## src/rtl/pc_sequencer.sv

```systemverilog
// pc_sequencer: fetch-address register and IDLE/RUN/DONE program-run FSM for the pipelined MIPS core.
// In RUN the next PC is chosen by priority: halt, EX branch, stall, ID jump, sequential.
module pc_sequencer #(
    parameter int ADDR_W     = 8,
    parameter int OFF_W      = 16,
    parameter int JIDX_W     = 26,
    parameter int RESET_ADDR = 0,
    parameter int HALT_ADDR  = 19,
    parameter int CNT_W      = 16
) (
    input  logic              Clk,
    input  logic              Clr,
    input  logic              start,
    input  logic              stall,
    input  logic              br_taken,
    input  logic [ADDR_W-1:0] br_base,
    input  logic [OFF_W-1:0]  br_off,
    input  logic              jump,
    input  logic [JIDX_W-1:0] jmp_idx,
    output logic [ADDR_W-1:0] pc,
    output logic [ADDR_W-1:0] pc_plus1,
    output logic              flush,
    output logic              running,
    output logic              done,
    output logic [CNT_W-1:0]  cycles
);
    typedef enum logic [1:0] {IDLE, RUN, DONE} state_t;
    localparam logic [ADDR_W-1:0] RST_PC  = ADDR_W'(RESET_ADDR);
    localparam logic [ADDR_W-1:0] HALT_PC = ADDR_W'(HALT_ADDR);
    state_t            state, state_n;
    logic [ADDR_W-1:0] pc_n, off_ext, br_pc, jmp_pc;
    logic [CNT_W-1:0]  cycles_n;
    logic              flush_n, start_q, launch;
    assign pc_plus1 = pc + ADDR_W'(1);
    assign br_pc    = br_base + off_ext;
    assign running  = state == RUN;
    assign done     = state == DONE;
    // A restart from DONE needs start to have been seen low first.
    assign launch   = start & ~start_q;
    generate
        if (OFF_W >= ADDR_W) begin : g_off_trunc
            assign off_ext = br_off[ADDR_W-1:0];
            if (OFF_W > ADDR_W) begin : g_off_hi
                logic unused_off_hi;
                assign unused_off_hi = ^br_off[OFF_W-1:ADDR_W];
            end
        end else begin : g_off_sext
            assign off_ext = {{(ADDR_W-OFF_W){br_off[OFF_W-1]}}, br_off};
        end
        if (JIDX_W >= ADDR_W) begin : g_jmp_trunc
            assign jmp_pc = jmp_idx[ADDR_W-1:0];
            if (JIDX_W > ADDR_W) begin : g_jmp_hi
                logic unused_jmp_hi;
                assign unused_jmp_hi = ^jmp_idx[JIDX_W-1:ADDR_W];
            end
        end else begin : g_jmp_page
            assign jmp_pc = {pc_plus1[ADDR_W-1:JIDX_W], jmp_idx};
        end
    endgenerate
    always_ff @(posedge Clk or posedge Clr) begin
        if (Clr) begin
            state   <= IDLE;
            pc      <= RST_PC;
            flush   <= 1'b0;
            cycles  <= '0;
            start_q <= 1'b0;
        end else begin
            state   <= state_n;
            pc      <= pc_n;
            flush   <= flush_n;
            cycles  <= cycles_n;
            start_q <= start;
        end
    end
    always_comb begin
        state_n  = state;
        pc_n     = RST_PC;
        flush_n  = 1'b0;
        cycles_n = cycles;
        case (state)
            IDLE: begin
                state_n  = start ? RUN : IDLE;
                cycles_n = start ? '0 : cycles;
            end
            RUN: begin
                cycles_n = (&cycles) ? cycles : cycles + CNT_W'(1);
                if (pc == HALT_PC) begin
                    state_n = DONE;
                end else if (br_taken) begin
                    pc_n    = br_pc;
                    flush_n = 1'b1;
                end else if (stall) begin
                    pc_n = pc;
                end else if (jump) begin
                    pc_n    = jmp_pc;
                    flush_n = 1'b1;
                end else begin
                    pc_n = pc_plus1;
                end
            end
            DONE: begin
                state_n  = launch ? RUN : DONE;
                cycles_n = launch ? '0 : cycles;
            end
            default: state_n = IDLE;
        endcase
    end
endmodule

```

## config.mk

```make
export PLATFORM = sky130hd
export DESIGN_NAME = pc_sequencer
export DESIGN_NICKNAME = d
export VERILOG_FILES = /design/src/rtl/pc_sequencer.sv
export SDC_FILE = /design/constraint.sdc
export NUM_CORES = 1
export LEC_CHECK = 0
export CORE_MARGIN = 2
export CORE_UTILIZATION = 40
export DETAILED_ROUTE_END_ITERATION = 7
export PLACE_DENSITY = 0.76
export SYNTH_ARGS = -nofsm -noshare
export SYNTH_HDL_FRONTEND = slang
export SYNTH_SLANG_ARGS = --single-unit
```

## constraint.sdc

```tcl
create_clock -name Clk -period 2.1 [get_ports Clk]
set_input_delay 0.315 -clock Clk [delete_from_list [all_inputs] [get_ports Clk]]
set_output_delay 0.315 -clock Clk [all_outputs]
set_load 0.01 [all_outputs]
```

== After elaboration in Yosys (flattened, before gate mapping) ==
Index checks and enable logic that the tools add are counted.

* Add/sub/neg operators: 3
* Equal/unequal tests: 8
* Multiplexer cells: 18
* Bitwise logic cells: 2
* Reductions and logical operators: 4

{| class="wikitable"
|+ Operators by type and width
! kind !! count
|-
| two-way mux 16 bit || 3
|-
| one-hot mux 16 bit (3 select lines) || 1
|-
| two-way mux 8 bit || 5
|-
| adder 16 x 1 -> 16 bit, second input constant || 1
|-
| AND reduction 16 bit || 1
|-
| adder 8 x 1 -> 8 bit, second input constant || 1
|-
| adder 8 bit || 1
|-
| == test 8 x 5 -> 1 bit, second input constant || 1
|-
| two-way mux 1 bit || 6
|-
| one-hot mux 2 bit (3 select lines) || 1
|-
| two-way mux 2 bit || 2
|-
| != test 2 x 1 -> 1 bit, second input constant || 2
|-
| != test 2 bit, second input constant || 2
|-
| != test 4 x 3 -> 1 bit, second input constant || 1
|-
| AND reduction 4 bit || 1
|-
| nonzero test 3 bit || 1
|-
| == test 2 x 1 -> 1 bit, second input constant || 1
|-
| == test 2 bit, second input constant || 1
|-
| zero test 2 bit || 1
|-
| AND 1 bit || 1
|-
| inverter 1 bit || 1
|}

* Register bits after elaboration: 28
* Bits of input ports: 56
* Output and inout port bits: 35
* Word-level logic and storage cells: 40

== Longest topological paths before layout ==
* Word-level depth: 6
* Gate-level depth with buffers: 6
* Mapped depth without buffers: 6

== Worst setup path after synthesis ==
Ideal clock, no wire load.

* Kind: in2reg
* Start point: input port br_base[0]
* End point: register pc[6]
* Setup time: 99 ps
* Arrival: 1,639 ps
* Required time: 2,001 ps
* Slack: 362 ps
* Stages: 6
* Path buffers: 0
* Path through: ha_1 fa_1 a21o_1 a31oi_1 mux2i_1 a311oi_1

* Word-level cells in the longest chain between the ends: 4

{| class="wikitable"
|+ Ends and longest elaborated chain
! element !! RTL line !! text
|-
| start: declaration || 16 || <nowiki>input logic [ADDR_W-1:0] br_base,</nowiki>
|-
| adder 8 bit || 35 || <nowiki>assign br_pc = br_base + off_ext;</nowiki>
|-
| two-way mux 8 bit || 89 || <nowiki>end else if (br_taken) begin</nowiki>
|-
| two-way mux 8 bit || 87 || <nowiki>if (pc == HALT_PC) begin</nowiki>
|-
| two-way mux 8 bit || 80 || <nowiki>case (state)</nowiki>
|-
| end signal: assignment || 69 || <nowiki>pc <= pc_n;</nowiki>
|-
| end: declaration || 20 || <nowiki>output logic [ADDR_W-1:0] pc,</nowiki>
|}

Every way passes these cells.
A chain may end at the register's enable or synchronous reset.

== Worst setup path in the final report ==
* Start point: register state[0]
* End point: output port running

* Word-level cells in the longest chain between the ends: 1

{| class="wikitable"
|+ Ends and longest elaborated chain
! element !! RTL line !! text
|-
| start: declaration || 30 || <nowiki>state_t state, state_n;</nowiki>
|-
| start signal: assignment || 68 || <nowiki>state <= state_n;</nowiki>
|-
| == test 2 x 1 -> 1 bit || 36 || <nowiki>assign running = state == RUN;</nowiki>
|-
| end: declaration || 23 || <nowiki>output logic running,</nowiki>
|}

Every way passes these cells.

==> results_dict.tcl <==
set metrics [dict create \
    drive_gt1_frac 0.128 \
    cts_max_level 1 \
    clk_pin_slew_ps 90 \
    fin_crit_ps 1970 \
    die_height_um 78.1 \
    path_max_fanout 7 \
    grt_max_degree 29 \
    async_flop_share 1.00 \
    io_buffers 64 \
    dpl.hpwl_mm 4.73 \
    fmax_mhz 507 \
    power_frac_comb 0.606 \
    ys_seq_area_frac 0.319 \
    synth_mux_area_frac 0.0325 \
    final_common_cell "clkdlybuf4s50_1" \
    rr_startpoint "cycles[0]" \
    peakVddDrop_v 0.000480 \
    synthFlopType "dfrtp_1" \
    setup_violations 0 \
    clk_latency_ps 270 \
    via_per_inst 5.63 \
    fin_setup_tns_ps 0 \
    synth_cells 251 \
    grt_pass1_vias 2225 \
    p_clk_frac 0.103 \
    holdCritPathClass "in2async" \
    cp_top_family "buffers and inverters" \
    seq_power_share 0.291 \
    switching_power_uw 1160 \
    critical-path-slowest-cell "clkdlybuf4s50_1" \
    overflow 0 \
    cts_buffers 3 \
    synth-xor-area-share 0.0399 \
    synth-edff-count 0 \
    critPathBufInv 2 \
    drt-pass1-iter-count 4 \
    start_kind "flop" \
    layout.nets 404 \
    slew_headroom 0.665 \
    status "completed" \
    cp_cell_sequence "nand2b_1, clkinv_1, clkdlybuf4s50_1" \
    rows 26 \
    drc_errors 0 \
    grt_pass1_wl_mm 10.3 \
    layout_common_cells "clkdlybuf4s50_1, buf_4, dfrtp_1" \
    pre_cts_slack_ps -245 \
    power_density_mw_per_mm2 884 \
    syn_area_mm2 0.00219 \
    maxSlewViolCount 0 \
    clock_path_buffers 2 \
    ys_types 58 \
    dpl.cell_count 401 \
    finalCritPeriodShare 0.939 \
    worstSetupStartpoint "state[0]" \
    worst_slew_pin_slew_ps 499 \
    ctsHoldBuffers 0 \
    floorplan.initialDensity 0.421 \
    p_leak_uw 0.00131 \
    antenna_found_initial 0 \
    syn_area_per_cell_um2 8.74 \
    fin_ws_ps 127 \
    synth-seq-cells 28 \
    area_delta_synth_final_pct 44.0 \
    antenna_left 0 \
    hold_violations 0 \
    yosys.area_share.simple 0.221 \
    synthAdderAreaFrac 0.0605 \
    worstSetupEndpointType "output port" \
    drtIter0Drc 161 \
    worstPathArrival_ps 1660 \
    wire_per_inst_um 14.7 \
    path_class "reg2out" \
    fin_worst_skew_ps 2.14 \
    coreArea_mm2 0.00520 \
    cts_tree "done" \
    track_usage 0.206 \
    ios 91 \
    synth_nets 317 \
    internal_power_uw 1630 \
    rsz0062_at_grt "no" \
    max_cap_violations 0 \
    antenna_cells 0 \
    dieArea_mm2 0.00609 \
    clockRootBuffer "clkbuf_8" \
    yosys_warnings 0 \
    dieWidth_um 78.1 \
    cts_num_sinks 28 \
    synth_top_family_by_area "compound AO/OA/AOI/OAI gates" \
    gp_congestion 0.862 \
    hold_slack_ps 401 \
    swShare 0.415 \
    slowest_delay_ps 510 \
    synth_compound_area_frac 0.266 \
    vias 2285 \
    post_layout_nonfiller_instances 406 \
    crit_required_ps 1780 \
    route.final.wire_length_mm 5.97 \
]
## routing by layer
metal / up-vias / part of all wire / GRT usage
met5: - / 0 / 0
met1: 1053 / 0.43 / 0.261
met2: 90 / 0.49 / 0.357
met4: 0 / 0.024 / 0.0754
met3: 14 / 0.052 / 0.0287
li1: 1128 / - / -
## registers in the layout, summed over array words and instances (netlist names)
signal and flops:
cycles 16, pc 8, state 2, flush 1, start_q 1
## worst paths after layout
check	to	slack (ps)	cells after the start
worst max-delay path	running	130	3
worst min-delay path	cycles[1]	400	3
worst max register to register	cycles[12]	180	5
worst min register to register	cycles[0]	550	1
max in group asynchronous	pc[0]	1420	3
min in group Clk	cycles[0]	550	1
## logic make-up after synthesis
| group | Yosys count |
|---|---|
| multiplexers | 7 |
| AO/OA/AOI/OAI | 78 |
| adder cells (fa/ha/maj) | 10 |
| XOR/XNOR | 10 |
| AND/OR/NAND/NOR | 85 |
| buffers and inverters | 33 |
| flip-flops | 28 |
## area by class of cell
class,instances,area [um2]
Fill cell,473,2050
Multi-Input combinational cell,190,1390
Timing Repair Buffer,92,853
Sequential cell,28,702
Tap cell,70,87.6
Inverter,23,86.3
Clock buffer,3,41.3
## Yosys cell counts, types with 4 or more instances
cell      instances  area share
a211oi_1          4       0.014
a21o_1            4       0.014
a21oi_1           8       0.018
a221oi_1          4       0.016
a31oi_1           5       0.014
and3_1            4       0.011
buf_2             5       0.011
clkbuf_1          4      0.0068
dfrtp_1          28        0.32
ha_1              9       0.051
inv_1            21       0.036
mux2i_1           6       0.027
nand2_1          17       0.029
nand2b_1          4       0.011
nand3_1          16       0.037
nand4_1           8       0.023
nor2_1            8       0.014
nor3_1            4      0.0091
nor4_1            4       0.011
o211ai_1          7       0.024
o21ai_0           6       0.014
o221ai_1          6       0.024
o22ai_1           7       0.020
o31ai_1           4       0.014
xnor2_1           7       0.028
## per-stage QoR
step	utilization	instance area [um2]	power (uW)
2_1_floorplan	-	2190	1670
3_3_place_gp	0.590	3070	2450
3_5_place_dp	0.590	3070	2470
4_1_cts	0.603	3140	2800
5_1_grt	0.607	3160	2980
6_report	0.607	3160	2790
## worst register-to-register path, delay by kind of cell (launching register included)
kind                       cells  cell delay (ps)
adders and majority gates      1              260
DFF                            1              430
AOI/OAI and AO/OA              2              510
and+or+nand+nor                2              640
## repair_timing
item | CTS | global route
endpoints found under the setup margin | 3 | 3
gates cloned | 0 | 0
resized for setup | 6 | 4
setup buffers | 2 | 0
## power by group through the flow
stage | clock [uW] | sequential (uW) | combinational (uW)
after global routing | 316 | 830 | 1840
after floorplan | 0 | 852 | 816
after global placement | 0 | 814 | 1640
final | 287 | 812 | 1690
after CTS | 299 | 811 | 1690
after detailed placement | 0 | 823 | 1650
Power figures use the tool's default switching activity.
